File: src/rtl/tx_fifo_rr_sched.sv
// Round-robin burst read scheduler: drains NUM_CH FIFOs onto one valid/ready stream.
// Pop-to-output is 2 cycles; a 2-entry output buffer plus credit gating stalls pops under backpressure.
module tx_fifo_rr_sched #(
   parameter int NUM_CH     = 4,
   parameter int DATA_WIDTH = 8,
   parameter int BURST_MAX  = 16,
   parameter int CH_W       = (NUM_CH > 1) ? $clog2(NUM_CH) : 1
) (
   input  logic                         i_clk,
   input  logic                         i_rst,
   input  logic [NUM_CH-1:0]            i_empty,
   output logic [NUM_CH-1:0]            o_pop,
   input  logic [NUM_CH*DATA_WIDTH-1:0] i_rdata,
   output logic                         o_valid,
   input  logic                         i_ready,
   output logic [DATA_WIDTH-1:0]        o_data,
   output logic [CH_W-1:0]              o_chan,
   output logic                         o_first,
   output logic                         o_busy
);

   localparam int CNT_W = $clog2(BURST_MAX + 1);

   localparam logic [0:0] S_IDLE  = 1'b0;
   localparam logic [0:0] S_BURST = 1'b1;

   logic [0:0]            state_q, state_d;
   logic [CH_W-1:0]       grant_q, grant_d;
   logic [CH_W-1:0]       rr_ptr_q, rr_ptr_d;
   logic [CNT_W-1:0]      cnt_q, cnt_d;
   logic                  first_q, first_d;

   logic                  infl_q;
   logic [CH_W-1:0]       infl_ch_q;
   logic                  infl_first_q;

   logic [DATA_WIDTH-1:0] buf_dat_q   [2];
   logic [CH_W-1:0]       buf_ch_q    [2];
   logic                  buf_first_q [2];
   logic                  rd_q, wr_q;
   logic [1:0]            occ_q, occ_d;

   logic                  deq;
   logic [2:0]            cred_sum;
   logic                  credit;
   logic                  gnt_empty;
   logic                  pop_en;
   logic                  last_pop;
   logic                  burst_end;
   logic [CH_W-1:0]       arb_sel;
   logic [DATA_WIDTH-1:0] rd_word;

   // Modulo add that stays correct for non-power-of-2 channel counts.
   function automatic logic [CH_W-1:0] wrap_add(input logic [CH_W-1:0] base, input int off);
      int s;
      s = int'(base) + off;
      if (s >= NUM_CH) s = s - NUM_CH;
      return CH_W'(s);
   endfunction

   assign deq       = o_valid & i_ready;
   assign cred_sum  = {1'b0, occ_q} + {2'b00, infl_q} - {2'b00, deq};
   assign credit    = cred_sum < 3'd2;
   assign gnt_empty = i_empty[grant_q];
   assign pop_en    = (state_q == S_BURST) && !gnt_empty && credit;
   assign last_pop  = pop_en && (cnt_q == CNT_W'(BURST_MAX - 1));
   assign burst_end = (state_q == S_BURST) && (gnt_empty || last_pop);
   assign o_pop     = pop_en ? (NUM_CH'(1) << grant_q) : '0;

   // Descending scan so the smallest offset from rr_ptr wins.
   always_comb begin
      arb_sel = '0;
      for (int i = NUM_CH - 1; i >= 0; i--) begin
         if (!i_empty[wrap_add(rr_ptr_q, i)]) arb_sel = wrap_add(rr_ptr_q, i);
      end
   end

   always_comb begin
      rd_word = '0;
      for (int n = 0; n < NUM_CH; n++) begin
         if (infl_ch_q == CH_W'(n)) rd_word = i_rdata[n*DATA_WIDTH +: DATA_WIDTH];
      end
   end

   always_comb begin
      state_d  = state_q;
      grant_d  = grant_q;
      rr_ptr_d = rr_ptr_q;
      cnt_d    = cnt_q;
      first_d  = first_q;
      case (state_q)
         S_IDLE: begin
            if (|(~i_empty)) begin
               grant_d = arb_sel;
               cnt_d   = '0;
               first_d = 1'b1;
               state_d = S_BURST;
            end
         end
         default: begin
            if (pop_en) begin
               cnt_d   = cnt_q + CNT_W'(1);
               first_d = 1'b0;
            end
            if (burst_end) begin
               state_d  = S_IDLE;
               rr_ptr_d = wrap_add(grant_q, 1);
            end
         end
      endcase
   end

   assign occ_d = occ_q + {1'b0, infl_q} - {1'b0, deq};

   always_ff @(posedge i_clk) begin
      if (i_rst) begin
         state_q      <= S_IDLE;
         grant_q      <= '0;
         rr_ptr_q     <= '0;
         cnt_q        <= '0;
         first_q      <= 1'b0;
         infl_q       <= 1'b0;
         infl_ch_q    <= '0;
         infl_first_q <= 1'b0;
         rd_q         <= 1'b0;
         wr_q         <= 1'b0;
         occ_q        <= 2'd0;
      end else begin
         state_q      <= state_d;
         grant_q      <= grant_d;
         rr_ptr_q     <= rr_ptr_d;
         cnt_q        <= cnt_d;
         first_q      <= first_d;
         infl_q       <= pop_en;
         infl_ch_q    <= grant_q;
         infl_first_q <= first_q;
         occ_q        <= occ_d;
         if (infl_q) wr_q <= ~wr_q;
         if (deq)    rd_q <= ~rd_q;
      end
   end

   // Storage needs no reset: occupancy alone decides what is visible.
   always_ff @(posedge i_clk) begin
      if (infl_q) begin
         buf_dat_q[wr_q]   <= rd_word;
         buf_ch_q[wr_q]    <= infl_ch_q;
         buf_first_q[wr_q] <= infl_first_q;
      end
   end

   assign o_valid = (occ_q != 2'd0);
   assign o_data  = o_valid ? buf_dat_q[rd_q]   : '0;
   assign o_chan  = o_valid ? buf_ch_q[rd_q]    : '0;
   assign o_first = o_valid ? buf_first_q[rd_q] : 1'b0;
   assign o_busy  = (state_q == S_BURST) || o_valid || infl_q;

endmodule

File: config.mk
export PLATFORM = sky130hd
export DESIGN_NAME = tx_fifo_rr_sched
export DESIGN_NICKNAME = d
export VERILOG_FILES = /design/src/rtl/tx_fifo_rr_sched.sv
export SDC_FILE = /design/constraint.sdc
export NUM_CORES = 1
export LEC_CHECK = 0
export ABC_AREA = 1
export CAP_MARGIN = 15
export CORE_MARGIN = 8
export CORE_UTILIZATION = 46
export CTS_CLUSTER_DIAMETER = 150
export DETAILED_ROUTE_END_ITERATION = 10
export MAX_ROUTING_LAYER = met4
export PLACE_DENSITY = 0.78
export SKIP_CTS_REPAIR_TIMING = 1
export SLEW_MARGIN = 0
export SYNTH_ARGS = -nofsm -noshare
export SYNTH_HDL_FRONTEND = slang
export SYNTH_SLANG_ARGS = --single-unit
File: constraint.sdc
create_clock -name i_clk -period 4.4 [get_ports i_clk]
set_input_delay 1.32 -clock i_clk [delete_from_list [all_inputs] [get_ports i_clk]]
set_output_delay 1.32 -clock i_clk [all_outputs]
set_load 0.05 [all_outputs]
==> summary.txt <==
Run status
  – Outcome: finished, violations left
  – Failing checks: negative setup slack

Floorplanning
  – Number of placement rows: 25
  – Die H: 85.4 microns
  – Width of the chip: 85.4 microns
  – # IOs: 56
  – Initial Util: 47.3%
  – CORE AREA: 4690 sq um
  – Die area: 7300 sq um

Layout
  – Fraction of layout cells with a size suffix above 1: 10.9%
  – P&R area growth vs syn: 36.5%
  – Nets: 385
  – Diode count: 0

Pwr
  – NetSw: 0.000705 W
  – Cell Int Power: 0.000895 W
  – Clock share of power: 16.1%
  – Leakage power: 1.26 nW
  – Net Sw Frac: 44.1%
  – Total Power: 0.00160 W
  – Maximum VDD drop: 0.000242 V
  – Sequential power share: 33.7%
  – Power Density: 529 nW/um^2
  – Share of power burned in combinational logic: 50.2%

Global routing
  – First-pass GRT wire length: 8590 microns
  – All-Layer GR Usage: 15.3%
  – Largest net degree at the start of global routing: 14
  – Initial antenna violation count: 0
  – Vias in the first global route: 1853
  – Grt ovf: 0

Timing
  – Slew margin rel.: 32.6%
  – Fin crit period: 4490 ps
  – Fmax: 223 MHz
  – Part of the cycle the worst path needs: 102%
  – Setup TNS Final: -348 ps
  – Final hold vios: 0
  – Layout Skew: 4.34 ps
  – Final setup fails: 4
  – Worst-margin pin slew: 1010 ps
  – Worst setup margin: -92.9 ps
  – RSZ-0062 raised after global routing: yes
  – Slew Limit Fails: 0

Drt
  – Routed wire per std cell: 13.5 microns
  – Drt pass-1 iters: 4
  – Final ANT Viol Nets: 0
  – Post-Route WL: 5310 microns
  – DRT iter0 DRCs: 109
  – Remaining DRCs: 0
  – Via density: 5.17
  – Vias: 2025

Clock network
  – H-tree levels: 2
  – Clk_lat worst skew: 290 ps
  – Root Buffer Master: clkbuf_8
  – Deepest clock path buffer count: 2
  – TritonCTS clock tree: done
  – CTS Buf Count: 5
  – Clk sinks: 42
  – Reg clk slew, reported paths: 80 ps

Worst setup path
  – Worst EP arrival: 3170 ps
  – Crit path capture type: output port
  – Reg-to-reg startpoint: occ_q[1]
  – RR Endpoint: cnt_q[3]
  – R2r worst-path depth: 16
  – Setup slack, reg-to-reg: 1660 ps
  – Setup crit start kind: input pin
  – Crit path max fanout: 5
  – Worst path required time: 3080 ps
  – WS Path Type: in -> out

Logic synthesis
  – Mapped Avg Cell Area: 7.92 sq um
  – Count leader, synth: nand2_1
  – Syn_nets: 328
  – Number of synthesized register bits: 42
  – Most area-consuming cells after synthesis: edfxtp_1, dfxtp_1, nand2_1, inv_1, a21oi_1
  – Synth warnings: 0
  – Post-synth top area cell: edfxtp_1
  – Sequential area share after synthesis: 47.9%
  – Post-synth ARST share: 0%
  – Mapped Area: 2220 sq um
  – Top post-synthesis cells by count: nand2_1, inv_1, nor2_1
  – Synth Instances: 280
  – Ys flop type: edfxtp_1
  – Post-synth EDFFs: 22
  – Post-synth top area share: 29.8%
  – Cell variety after synth: 25

Flow run
  – Max capacitance violation total: 0

Min path
  – Sink of the worst hold path: infl_first_q
  – HP Start: first_q
  – Hold-critical path depth: 2
  – Worst hold path type: reg -> reg

Placed design
  – Final GP Congestion: 0.871
  – Port bufs: 55
  – Detailed placement HPWL: 4210 microns
[how the worst max path moves through the flow]
stage	start	end	slack [ps]	depth (start not counted)
finish	i_ready	o_pop[2]	-90	13
CTS	i_ready	o_pop[0]	-620	13
floorplan	i_ready	o_pop[0]	-20	12
global placement	i_ready	o_pop[0]	-560	13
detailed placement	i_ready	o_pop[0]	-610	13
global route	i_ready	o_pop[2]	-170	13
[registers in the layout, indices dropped and copies added (netlist names), named ones only]
register      count
first_q           1
wr_q              1
rd_q              1
state_q           1
cnt_q             5
buf_first_q       2
infl_first_q      1
buf_ch_q          4
occ_q             2
rr_ptr_q          2
infl_q            1
buf_dat_q        16
infl_ch_q         2
grant_q           2
[layer usage]
layer	part of all wire [%]	routed length (microns)	vias up	GRT usage (%)
met5	0	0	-	-
met4	1.5	80	0	5.73
met3	4.3	229	6	3.47
met2	52	2790	49	25.3
met1	42	2220	951	17.5
li1	-	-	1019	-
[metrics by stage]
| step | instance area [sq um] | cells | hold slack, ps | worst slack (ps) | util (%) |
|---|---|---|---|---|---|
| final | 3030 | 392 | 426 | -92.9 | 64.5 |
| after global routing | 3030 | 392 | 461 | -172 | 64.5 |
| after CTS | 3010 | 392 | 433 | -619 | 64.2 |
| after detailed placement | 2920 | 384 | 417 | -610 | 62.2 |
| after global placement | 2920 | 384 | 412 | -562 | 62.2 |
| after floorplan | 2300 | 280 | 400 | -24.3 | - |
[layout by cell type (no fill, tap or decap), types with 6 or more instances in the layout]
cell type	Yosys	layout
ha_1	8	6
edfxtp_1	22	22
clkdlybuf4s50_1	0	50
a21oi_1	23	23
nand3_1	19	19
nor2_1	28	24
dfxtp_1	20	20
nand4_1	6	6
inv_1	34	31
clkbuf_8	0	6
nand2_1	92	91
[area by class of cell]
type | instances | area (sq um)
Multi-Input combinational cell | 194 | 1050
Clock inverter | 2 | 11.3
Clock buffer | 6 | 82.6
Sequential cell | 42 | 1060
Fill cell | 388 | 1670
Inverter | 36 | 140
Timing Repair Buffer | 58 | 618
Tap cell | 54 | 67.6
[critical path: stages]
cell	delay, ps
buf_8	100
nand2_8	60
inv_6	30
ha_4	200
inv_2	60
ha_4	120
inv_2	30
fa_2	550
nand2_4	60
nor3_4	230
nand2_4	130
nor2_4	140
buf_12	140
[cells by family (layout without fill, tap and decap cells)]
kind of cell	count (synthesis)	in the layout	synth area share, %
xor+xnor	1	1	0.395
compound gates	33	33	8.97
fa+ha+maj	9	9	5.42
flops	42	42	47.9
buf+inv	44	102	8.52
simple gates	151	151	28.8
[power by group through the flow]
stage	Clock, W	Combinational (W)	Sequential (W)
finish	0.000257	0.000803	0.000540
global route	0.000276	0.000871	0.000549
CTS	0.000259	0.000806	0.000540
detailed placement	0	0.000804	0.000550
global placement	0	0.000787	0.000546
floorplan	0	0.000590	0.000519
No activity file was read; power rests on OpenSTA's default activity.
